`config.mk`:
```
export PLATFORM = sky130hd
export DESIGN_NAME = alu_nibble_sequencer
export DESIGN_NICKNAME = d
export VERILOG_FILES = /design/src/rtl/alu_nibble_sequencer.sv
export SDC_FILE = /design/constraint.sdc
export NUM_CORES = 1
export LEC_CHECK = 0
export BUFFER_PORTS_ARGS = -buffer_cell sky130_fd_sc_hd__buf_2
export CELL_PAD_IN_SITES_DETAIL_PLACEMENT = 0
export CELL_PAD_IN_SITES_GLOBAL_PLACEMENT = 1
export CORE_MARGIN = 2
export CORE_UTILIZATION = 30
export DETAILED_ROUTE_END_ITERATION = 8
export GPL_TIMING_DRIVEN = 1
export PLACE_DENSITY_LB_ADDON = 0.12
export SETUP_SLACK_MARGIN = 0.1
export SLEW_MARGIN = 20
export SYNTH_ARGS = -nofsm -noshare
export SYNTH_HDL_FRONTEND = slang
export SYNTH_SLANG_ARGS = --single-unit
```
`constraint.sdc`:
```
create_clock -name clk -period 7.5 [get_ports clk]
set_clock_uncertainty 0.05 [all_clocks]
set_input_delay 0.75 -clock clk [delete_from_list [all_inputs] [get_ports clk]]
set_output_delay 0.75 -clock clk [all_outputs]
set_load 0.005 [all_outputs]
```
`src/rtl/alu_nibble_sequencer.sv`:
```
// Runs one shared 4-bit ALU slice over a wide operand, one nibble per cycle, LSB first,
// chaining carry through a register and producing full-width result, zero, carry and SLT flags.
module alu_nibble_sequencer #(
   parameter int NIBBLES = 4
) (
   input  logic                   clk,
   input  logic                   reset,
   input  logic                   start,
   input  logic [4*NIBBLES-1:0]   a,
   input  logic [4*NIBBLES-1:0]   b,
   input  logic [2:0]             op,
   output logic                   busy,
   output logic                   done,
   output logic [4*NIBBLES-1:0]   result,
   output logic                   cout,
   output logic                   zero,
   output logic                   set,
   output logic                   illegal_op,
   output logic [3:0]             slice_a,
   output logic [3:0]             slice_b,
   output logic                   slice_cin,
   output logic                   slice_less,
   output logic [2:0]             slice_op,
   input  logic [3:0]             slice_result,
   input  logic                   slice_cout,
   input  logic                   slice_set
);

   localparam int W  = 4 * NIBBLES;
   localparam int IW = (NIBBLES > 2) ? $clog2(NIBBLES) : 1;
   localparam logic [IW-1:0] LAST_IDX = IW'(NIBBLES - 1);

   typedef enum logic [1:0] {IDLE, RUN, DONE} state_t;

   state_t          state_q, state_d;
   logic [IW-1:0]   idx_q, idx_d;
   logic            carry_q, carry_d;
   logic [W-1:0]    a_q, a_d, b_q, b_d;
   logic [2:0]      op_q, op_d;
   logic [W-1:0]    result_q, result_d;
   logic            cout_q, cout_d, zero_q, zero_d, set_q, set_d;
   logic            illegal_q, illegal_d, done_q, done_d, busy_q, busy_d;
   logic            isArith, isSub, isSlt, isIllegal;

   always_comb begin
      isArith   = (op_q == 3'b010) || (op_q == 3'b110) || (op_q == 3'b111);
      isSub     = (op_q == 3'b110) || (op_q == 3'b111);
      isSlt     = (op_q == 3'b111);
      isIllegal = (op_q == 3'b011) || (op_q == 3'b100) || (op_q == 3'b101);
   end

   // The slice only ever sees latched copies; SLT runs as a subtract and is fixed up at the end.
   always_comb begin
      slice_a    = a_q[4*idx_q +: 4];
      slice_b    = b_q[4*idx_q +: 4];
      slice_cin  = (idx_q == '0) ? op_q[2] : carry_q;
      slice_less = 1'b0;
      slice_op   = isSlt ? 3'b110 : op_q;
   end

   always_comb begin
      state_d   = state_q;
      idx_d     = idx_q;
      carry_d   = carry_q;
      a_d       = a_q;
      b_d       = b_q;
      op_d      = op_q;
      result_d  = result_q;
      cout_d    = cout_q;
      zero_d    = zero_q;
      set_d     = set_q;
      illegal_d = illegal_q;
      done_d    = 1'b0;
      case (state_q)
         IDLE: begin
            if (start) begin
               a_d      = a;
               b_d      = b;
               op_d     = op;
               idx_d    = '0;
               carry_d  = 1'b0;
               result_d = '0;
               state_d  = RUN;
            end
         end
         RUN: begin
            result_d[4*idx_q +: 4] = slice_result;
            carry_d                = slice_cout;
            if (idx_q == LAST_IDX) begin
               // Flags come from the top nibble; substitutions happen before zero is judged.
               if (isSlt) begin
                  result_d    = '0;
                  result_d[0] = slice_set;
               end
               if (isIllegal) begin
                  result_d = '0;
               end
               cout_d    = isArith ? slice_cout : 1'b0;
               set_d     = isSub ? slice_set : 1'b0;
               illegal_d = isIllegal;
               zero_d    = (result_d == '0);
               state_d   = DONE;
            end else begin
               idx_d = idx_q + 1'b1;
            end
         end
         DONE: begin
            state_d = IDLE;
         end
         default: begin
            state_d = IDLE;
         end
      endcase
      done_d = (state_q == DONE);
      busy_d = (state_d != IDLE);
   end

   always_ff @(posedge clk) begin
      if (reset) begin
         state_q   <= IDLE;
         idx_q     <= '0;
         carry_q   <= 1'b0;
         a_q       <= '0;
         b_q       <= '0;
         op_q      <= '0;
         result_q  <= '0;
         cout_q    <= 1'b0;
         zero_q    <= 1'b0;
         set_q     <= 1'b0;
         illegal_q <= 1'b0;
         done_q    <= 1'b0;
         busy_q    <= 1'b0;
      end else begin
         state_q   <= state_d;
         idx_q     <= idx_d;
         carry_q   <= carry_d;
         a_q       <= a_d;
         b_q       <= b_d;
         op_q      <= op_d;
         result_q  <= result_d;
         cout_q    <= cout_d;
         zero_q    <= zero_d;
         set_q     <= set_d;
         illegal_q <= illegal_d;
         done_q    <= done_d;
         busy_q    <= busy_d;
      end
   end

   assign busy       = busy_q;
   assign done       = done_q;
   assign result     = result_q;
   assign cout       = cout_q;
   assign zero       = zero_q;
   assign set        = set_q;
   assign illegal_op = illegal_q;

endmodule

```
==> results of run 1 <==
-- cell usage in the layout, fill, tap and decap left out, drive strengths merged, types with 5 or more instances in the layout --
cell type  synthesis  routed
nor2b              7       7
nand2b             5       5
a21oi             40      40
ha                 6       6
nand2             85      85
nand3              7       7
nor2              27      27
a31o               6       6
inv                6       6
clkbuf            23      13
buf                3      82
mux4               8       8
dfxtp             62      62
a22oi             16      16
-- logic make-up after synthesis --
group	share of synthesized area (%)
other cells	0.132
mux	7.55
buf+inv	4.63
flops	43.8
compound gates	17.7
simple gates	23.6
fa+ha+maj	2.65
-- cell usage after synthesis (all sizes together), types with 3 or more instances --
library cell and number:
nand3 7, mux2 3, nand2 85, a22oi 16, mux4 8, nor2 27
a31o 6, inv 6, dfxtp 62, nor2b 7, o2bb2ai 4, clkbuf 23
a21oi 40, buf 3, ha 6, nand2b 5, o21ai 4, or4 4
nand3b 4
-- how the worst min path moves through the flow --
stage / cells past startpoint / to / slack, ns
2_1_floorplan: 2 / a_q[10] / 0.38
3_3_place_gp: 2 / b_q[1] / 0.39
3_5_place_dp: 2 / a_q[10] / 0.40
4_1_cts: 2 / a_q[0] / 0.41
5_1_grt: 2 / a_q[0] / 0.42
6_report: 2 / b_q[1] / 0.40
-- flip-flops by register name, summed over array words and instances, names as in the netlist --
name,count
done,1
carry_q,1
b_q,16
cout,1
set,1
illegal_op,1
busy,1
a_q,16
result,16
op_q,3
idx_q,2
zero,1
state_q,2
-- where the power goes --
| part | total (mW) | switching, mW | internal [mW] |
|---|---|---|---|
| Sequential | 0.353 | 0.00968 | 0.344 |
| Clock | 0.268 | 0.131 | 0.138 |
| Combinational | 0.0953 | 0.0543 | 0.0410 |
| Total | 0.717 | 0.194 | 0.523 |
-- worst reg2reg max path: stages, from the launching register on --
cell	delay (ns)
dfxtp_1	0.73
inv_1	0.18
ha_1	0.44
nor3b_1	0.22
a31o_2	0.27
or4_1	0.44
or4_1	0.44
o22ai_2	0.12
-- routing by layer --
| metal | track usage [%] | share of wire [%] |
|---|---|---|
| met5 | 0 | 0 |
| met4 | 6.24 | 0.62 |
| met3 | 3.52 | 4.4 |
| met2 | 22.1 | 44 |
| met1 | 20.7 | 51 |
-- cell type report --
class	instances	area (sq um)	share of cell area (%)
clock inverters	3	18.8	0.541
multi-input cells	244	1470	42.2
inverters	6	22.5	0.649
repair buffers	82	423	12.2
clock buffers	13	159	4.58
well taps	111	139	4.00
flip-flops and latches	62	1240	35.8
-- stage by stage --
stage | utilization, % | power (mW) | setup WS [ns] | cells
after floorplan | - | 0.422 | 4.40 | 338
after global placement | 35.8 | 0.458 | 4.57 | 505
after detailed placement | 35.8 | 0.458 | 4.51 | 505
after CTS | 37.7 | 0.729 | 4.49 | 521
after global routing | 37.7 | 0.757 | 4.35 | 521
final | 37.7 | 0.717 | 4.53 | 521
==> flow_summary.json, run 1 <==
{
  "status": "completed",
  "routedWlPerCell_um": 14.2,
  "drive_above_1_share_pct": 28.0,
  "numCtsBuffers": 9,
  "antenna_left": 0,
  "ys.flop_type": "dfxtp_1",
  "reg2regPathDepth": 7,
  "regToRegSetupSlack_ns": 4.53,
  "first_iter_violations": 68,
  "rsz0062_at_grt": "false",
  "crit_family": "simple AND/OR/NAND/NOR gates",
  "place_hpwl_um": 5030,
  "critPathMaxFanout": 13,
  "final_area_sq_um": 3470,
  "critical_path_depth": 7,
  "initial_core_util_pct": 30.8,
  "rr_startpoint": "idx_q[1]",
  "ys_seq_area_share_pct": 43.8,
  "grt_usage_pct": 14.9,
  "grt_pass1_vias": 2382,
  "die_x_um": 101,
  "drc": 0,
  "netlist.top_cell.by_area": "dfxtp_1",
  "insertion_delay_ns": 0.33,
  "cts_buffer_depth": 2,
  "core_area_sq_um": 9200,
  "fmax_mhz": 337,
  "setup_violations": 0,
  "ys_ff_latch": 62,
  "period_minus_slack_ns": 2.97,
  "end_kind": "register",
  "mappedNetlistArea_sq_um": 2840,
  "syn2layout_area_growth_pct": 22.3,
  "io_buffers": 77,
  "leakage_nw": 1.47,
  "async_reset_ff_share_pct": 0,
  "tns_ns": 0,
  "cts_hold_buffers": 0,
  "endpoint": "zero",
  "firstDrtPassIters": 4,
  "post-route-period-util_pct": 39.6,
  "grt_overflow_total": 0,
  "maxSlewHeadroom_pct": 53.8,
  "dr_total_vias": 2491,
  "ys_types": 41,
  "crit_slowest_cell": "dfxtp_1",
  "fill_cells": 1007,
  "cts.clk_slew.worst_paths_ns": 0.07,
  "drv_cap": 0,
  "required_ns": 7.71,
  "ios": 79,
  "min_path_type": "register to register",
  "cellPowerDensity_nw_per_um2": 207,
  "synth.avg_cell_area_sq_um": 8.39,
  "antenna_found_initial": 0,
  "cp_slowest_stage_delay_ns": 0.73,
  "start_kind": "register",
  "path_class": "register to register",
  "drt-total-wl_um": 7380,
  "cts_tree": "yes",
  "postPlaceCellArea_sq_um": 3290,
  "cpMostUsedCell": "or4_1",
  "cp.arrival_ns": 3.18,
  "fp.dieH_um": 101,
  "antenna_cells": 0,
  "peakVddDrop_v": 0.0000841,
  "final_nets": 455,
  "cts_resized": 0,
  "drv_slew": 0,
  "synth_edf_count": 0,
  "yosysWarnings": 0,
  "rr_endpoint": "zero",
  "path_cells": "inv_1 -> ha_1 -> nor3b_1 -> a31o_2 -> or4_1 -> or4_1 -> o22ai_2",
  "htree_levels": 3,
  "synth_area_leaders": "dfxtp_1, nand2_1, a21oi_1, mux4_2, a22oi_1",
  "cp.buffers_inverters": 1,
  "startpoint": "idx_q[1]",
  "gp_congestion": 0.769,
  "hp-start": "b_q[1]",
  "synth_top_area_share_pct": 43.8,
  "grt_pass1_wl_um": 11800,
  "synth.net_count": 388,
  "row_count": 35,
  "grt_max_degree": 64,
  "clock-sinks": 62,
  "hold_viol": 0,
  "post_cts_buffers": 0,
  "root_buffer": "clkbuf_8",
  "worstMarginPinSlew_ns": 0.692,
  "dieArea_sq_um": 10200,
  "avgViaCountPerCell": 4.78,
  "timing.hold.ws_ns": 0.403,
  "syn_inst": 338
}
No activity file was read; power rests on OpenSTA's default activity.
==> run 2: changes to the inputs <==
--- a/config.mk
+++ b/config.mk
@@ -5,6 +5,7 @@
 export SDC_FILE = /design/constraint.sdc
 export NUM_CORES = 1
 export LEC_CHECK = 0
+export ABC_AREA = 1
 export BUFFER_PORTS_ARGS = -buffer_cell sky130_fd_sc_hd__buf_2
 export CELL_PAD_IN_SITES_DETAIL_PLACEMENT = 0
 export CELL_PAD_IN_SITES_GLOBAL_PLACEMENT = 1
==> constraint.sdc (replaced) <==
create_clock -name clk -period 2.6 [get_ports clk]
set_clock_uncertainty 0.05 [all_clocks]
set_input_delay 0.26 -clock clk [delete_from_list [all_inputs] [get_ports clk]]
set_output_delay 0.26 -clock clk [all_outputs]
set_load 0.005 [all_outputs]
==> run 2 against run 1 <==
Worst hold slack got worse by 0.30 ns. Sequential share of layout area decreased by 1.1 points. Synthesized area increased by 2.9%. Via count increased by 15%. Clock power increased to 3.4 times the previous value. Critical path type unchanged. Highest routed layer unchanged.
==> flow_summary.json, run 2 <==
{
  "die_x_um": 103,
  "ys.flop_type": "dfxtp_1",
  "drc": 0,
  "cts.clk_slew.worst_paths_ns": 0.07,
  "cts_hold_buffers": 0,
  "cts_resized": 0,
  "antenna_found_initial": 0,
  "cp.buffers_inverters": 2,
  "io_buffers": 77,
  "mappedNetlistArea_sq_um": 2920,
  "power.share.clock_pct": 39.6,
  "worstMarginPinSlew_ns": 0.565,
  "drv_cap": 0,
  "multi_input_area_sq_um": 1430,
  "path_cells": "inv_1 -> ha_1 -> nand2_1 -> inv_2 -> nand3_1 -> nand2_1 -> nand2_1 -> nand2_1 -> nor2_1 -> nand2_1 -> nor2_1 -> nand2_1 -> a21oi_2",
  "grt_usage_pct": 15.9,
  "ys_types": 28,
  "synth_area_leaders": "dfxtp_1, nor2_1, nand2_1, o21ai_0, o21ai_1",
  "cellPowerDensity_nw_per_um2": 651,
  "core_area_sq_um": 9330,
  "rsz0062_at_grt": "false",
  "end_kind": "register",
  "dr_total_vias": 2875,
  "synth.net_count": 476,
  "grt_max_degree": 40,
  "critPathMaxFanout": 11,
  "start_kind": "register",
  "reg2regPathDepth": 13,
  "yosysMostFrequentCell": "nor2_1",
  "ys_ff_latch": 62,
  "post_cts_buffers": 0,
  "pwr-share-seq_pct": 44.6,
  "p_sw_share_pct": 27.3,
  "rr_startpoint": "idx_q[1]",
  "first_iter_violations": 65,
  "tns_ns": 0,
  "layout_commonest_cell": "nor2_1",
  "intPower_mw": 1.70,
  "crit_slowest_cell": "ha_1",
  "cts_tree": "yes",
  "required_ns": 2.82,
  "grt_overflow_total": 0,
  "post-route-period-util_pct": 73.7,
  "rr_endpoint": "zero",
  "dieArea_sq_um": 10500,
  "netlist.top_cell.by_area": "dfxtp_1",
  "initial_core_util_pct": 31.3,
  "place_hpwl_um": 5870,
  "crit_family": "simple AND/OR/NAND/NOR gates",
  "holdPathEnd": "a_q[0]",
  "antenna_cells": 0,
  "status": "completed",
  "final_nets": 545,
  "fp.dieH_um": 103,
  "insertion_delay_ns": 0.34,
  "pre_cts_slack_ns": 0.665,
  "final_cell_mix": "nor2_1, buf_2, nand2_1",
  "grt_pass1_wl_um": 13100,
  "hold_depth": 3,
  "cp.arrival_ns": 2.14,
  "syn_inst": 426,
  "gp_congestion": 0.852,
  "numCtsBuffers": 9,
  "htree_levels": 3,
  "row_count": 35,
  "cp_slowest_stage_delay_ns": 0.38,
  "p_sw_uw": 635,
  "drv_slew": 0,
  "root_buffer": "clkbuf_8",
  "hp-start": "a[0]",
  "async_reset_ff_share_pct": 0,
  "routedWlPerCell_um": 12.8,
  "cpMostUsedCell": "nand2_1",
  "period_minus_slack_ns": 1.92,
  "firstDrtPassIters": 4,
  "fill_cells": 1070,
  "setup_ws_ns": 0.683,
  "clock-sinks": 62,
  "hold_viol": 0,
  "synth_common_cells": "nor2_1, nand2_1, dfxtp_1",
  "cts_buffer_depth": 2,
  "synth_edf_count": 0,
  "drt-total-wl_um": 8020,
  "synth.avg_cell_area_sq_um": 6.85,
  "min_path_type": "input pin to register",
  "final-seq-area_sq_um": 1240,
  "synth_top_area_share_pct": 42.6,
  "ios": 79,
  "drive_above_1_share_pct": 23.7,
  "regToRegSetupSlack_ns": 0.68,
  "ys_seq_area_share_pct": 42.6,
  "grt_pass1_vias": 2802,
  "path_class": "register to register",
  "antenna_left": 0,
  "p_comb_share_pct": 15.8,
  "syn2layout_area_growth_pct": 22.8,
  "setup_violations": 0,
  "peakVddDrop_v": 0.000264,
  "maxSlewHeadroom_pct": 62.4,
  "fmax_mhz": 522,
  "leakage_nw": 1.58,
  "yosysWarnings": 0,
  "avgViaCountPerCell": 4.59
}
==> run 2: changes by cell type after synthesis, moves of 10 or more <==
cell	before	now
clkbuf_1	23	9
o21ai_0	3	47
a22oi_1	16	1
a21oi_1	40	22
nor2_1	26	102
nand2_1	85	75
inv_2	0	10
o21ai_1	1	25
inv_1	6	18
==> run 2: cell type report <==
class,instances,share of cell area [%]
multi-input combinational,311,40.0
sequential,62,34.7
timing repair buffer,82,11.8
tap,129,4.51
clock buffer,10,3.84
inverter,29,3.11
clock inverter,4,2.03
==> run 2: cells by family (layout without fill, tap and decap cells) <==
kind of cell             count (synthesis)  in the layout  share of synthesized area (%)
AO/OA/AOI/OAI                          111            111                           20.4
flip-flops                              62             62                           42.6
buffers and inverters                   53            125                           8.28
AND/OR/NAND/NOR                        193            193                           26.1
other                                    1              1                          0.129
adder cells (fa/ha/maj)                  6              6                           2.57
==> run 2: worst max path at each step <==
stage / end / from / slack [ns] / cells after the start
final: zero / idx_q[1] / 0.68 / 13
after CTS: zero / idx_q[1] / 0.65 / 10
after global placement: zero / idx_q[1] / 0.71 / 10
after detailed placement: zero / idx_q[1] / 0.66 / 10
after floorplan: zero / idx_q[0] / 0.54 / 12
after global routing: zero / idx_q[1] / 0.42 / 10
==> run 2: routing by layer <==
| layer | GRT usage (%) | part of all wire, % | vias to the layer above | routed length (um) |
|---|---|---|---|---|
| met4 | 5.33 | 1.8 | 0 | 143 |
| met5 | 0 | 0 | - | 0 |
| met2 | 27.4 | 48 | 68 | 3830 |
| li1 | - | - | 1511 | - |
| met1 | 19.3 | 45 | 1283 | 3630 |
| met3 | 4.14 | 5.2 | 13 | 421 |
==> run 2: tightest hold or removal path: stages <==
cell and delay (ns):
buf_2 0.08, o21ai_1 0.05, nor2_1 0.07
==> run 2: stage by stage <==
step           area, sq um  power, mW  utilization (%)  hold WS, ns  instances
2_1_floorplan         2920       1.31                -        0.279        426
3_3_place_gp          3370       1.43             36.1        0.395        613
3_5_place_dp          3370       1.44             36.1        0.394        613
4_1_cts               3580       2.37             38.4       0.0949        627
5_1_grt               3580       2.46             38.4        0.118        627
6_report              3580       2.33             38.4        0.104        627
==> run 2: power groups by stage <==
stage / clock network (mW) / registers [mW] / logic [mW]
3_5_place_dp: 0 / 1.06 / 0.378
5_1_grt: 0.991 / 1.05 / 0.426
2_1_floorplan: 0 / 1.05 / 0.258
6_report: 0.924 / 1.04 / 0.368
4_1_cts: 0.953 / 1.04 / 0.378
3_3_place_gp: 0 / 1.06 / 0.374
==> run 3: changes to the inputs <==
==> constraint.sdc (replaced) <==
create_clock -name clk -period 1.9 [get_ports clk]
set_clock_uncertainty 0.05 [all_clocks]
set_input_delay 0.19 -clock clk [delete_from_list [all_inputs] [get_ports clk]]
set_output_delay 0.19 -clock clk [all_outputs]
set_load 0.005 [all_outputs]
==> run 3 against run 2 <==
Final area up 3.3%. Worst hold slack worse by 0.078 ns. Critical path depth down 8. Highest routed layer unchanged.
==> flow_summary.json, run 3 (synthesized netlist as in run 2, its figures left out) <==
{
  "cts_tree": "yes",
  "drv_cap": 0,
  "cts.clk_slew.worst_paths_ns": 0.08,
  "cp_slowest_stage_delay_ns": 0.38,
  "cp.arrival_ns": 1.48,
  "antenna_found_initial": 0,
  "maxSlewHeadroom_pct": 63.0,
  "peakVddDrop_v": 0.000317,
  "hold_viol": 0,
  "leakage_nw": 1.64,
  "pwr-share-seq_pct": 43.4,
  "p_sw_share_pct": 28.6,
  "start_kind": "register",
  "required_ns": 1.66,
  "min_path_type": "input pin to register",
  "row_count": 35,
  "finish.utilization_pct": 39.7,
  "numCtsBuffers": 9,
  "path_class": "register to output pin",
  "dr_total_vias": 2893,
  "insertion_delay_ns": 0.34,
  "cellPowerDensity_nw_per_um2": 885,
  "path_cells": "buf_12 -> buf_6 -> o21ai_0 -> o22ai_1 -> buf_2",
  "grt_pass1_vias": 2876,
  "final_area_sq_um": 3700,
  "root_buffer": "clkbuf_8",
  "drt-total-wl_um": 8160,
  "antenna_left": 0,
  "io_buffers": 77,
  "fmax_mhz": 582,
  "crit_slowest_cell": "dfxtp_2",
  "final_cell_mix": "nor2_1, buf_2, nand2_1",
  "power.share.clock_pct": 40.0,
  "syn2layout_area_growth_pct": 26.8,
  "fp.dieH_um": 103,
  "setup_ws_ns": 0.182,
  "drc": 0,
  "grt_pass1_wl_um": 13600,
  "htree_levels": 3,
  "initial_core_util_pct": 31.3,
  "avgViaCountPerCell": 4.54,
  "status": "completed",
  "p_total_mw": 3.27,
  "routedWlPerCell_um": 12.8,
  "core_area_sq_um": 9330,
  "tns_ns": 0,
  "antenna_cells": 0,
  "first_iter_violations": 89,
  "intPower_mw": 2.34,
  "p_sw_uw": 935,
  "clock-sinks": 62,
  "ios": 79,
  "post_cts_buffers": 0,
  "p_comb_share_pct": 16.6,
  "pre_cts_slack_ns": 0.191,
  "layout_commonest_cell": "nor2_1",
  "gp_congestion": 0.878,
  "postPlaceCellArea_sq_um": 3440,
  "period_minus_slack_ns": 1.72,
  "drive_above_1_share_pct": 26.6,
  "grt_overflow_total": 0,
  "cts_buffer_depth": 2,
  "rsz0062_at_grt": "true",
  "drv_slew": 0,
  "setup_violations": 0,
  "grt_max_degree": 40,
  "post-route-period-util_pct": 90.4,
  "die_x_um": 103,
  "place_hpwl_um": 5930,
  "grt_usage_pct": 16.6,
  "final_nets": 553,
  "firstDrtPassIters": 4,
  "critPathMaxFanout": 19,
  "worstMarginPinSlew_ns": 0.554,
  "dieArea_sq_um": 10500,
  "end_kind": "output pin"
}
-- run 3: what timing repair did --
item	in CTS	in global routing
hold buffers	0	0
pin swaps	0	1
setup endpoints to repair	3	4
hold endpoints to repair	0	0
gates resized for setup	2	9
-- run 3: layout make-up --
| class | instances | area, sq um |
|---|---|---|
| clock inverters | 7 | 97.6 |
| well taps | 129 | 161 |
| inverters | 29 | 111 |
| flip-flops and latches | 62 | 1240 |
| clock buffers | 9 | 124 |
| fillers | 1068 | 5630 |
| repair buffers | 90 | 503 |
| multi-input cells | 311 | 1460 |
-- run 3: through the flow --
step | hold WS [ns] | std cells
after floorplan | 0.209 | 426
after global placement | 0.374 | 621
after detailed placement | 0.382 | 621
after CTS | 0.0174 | 637
after global routing | 0.0264 | 637
final | 0.0262 | 637
-- run 3: path summary, 6_finish.rpt --
path                   start         end  slack [ns]  depth (start not counted)
hold / removal          a[4]      a_q[4]        0.03                          3
setup reg to reg    idx_q[1]        zero        0.24                         11
setup / recovery    idx_q[0]  slice_b[0]        0.18                          5
hold reg to reg   state_q[1]        done        0.40                          2
-- run 3: power groups by stage --
stage	registers [mW]	clock network [mW]	logic (mW)
floorplan	1.44	0	0.362
global placement	1.45	0	0.545
detailed placement	1.45	0	0.544
CTS	1.42	1.34	0.548
global route	1.43	1.40	0.626
finish	1.42	1.31	0.544
-- run 3: metal layers --
| metal | GRT usage [%] | part of all wire (%) | vias to the layer above |
|---|---|---|---|
| li1 | - | - | 1529 |
| met1 | 20.3 | 46 | 1290 |
| met2 | 28.4 | 49 | 66 |
| met3 | 4.41 | 4.6 | 8 |
| met4 | 5.23 | 1.2 | 0 |
| met5 | 0 | 0 | - |
-- run 3: worst max-delay path, delay by kind of cell, from the launching register on --
family | cells | cell delay, ns
AO/OA/AOI/OAI | 2 | 0.31
buffers and inverters | 3 | 0.45
flip-flops | 1 | 0.38
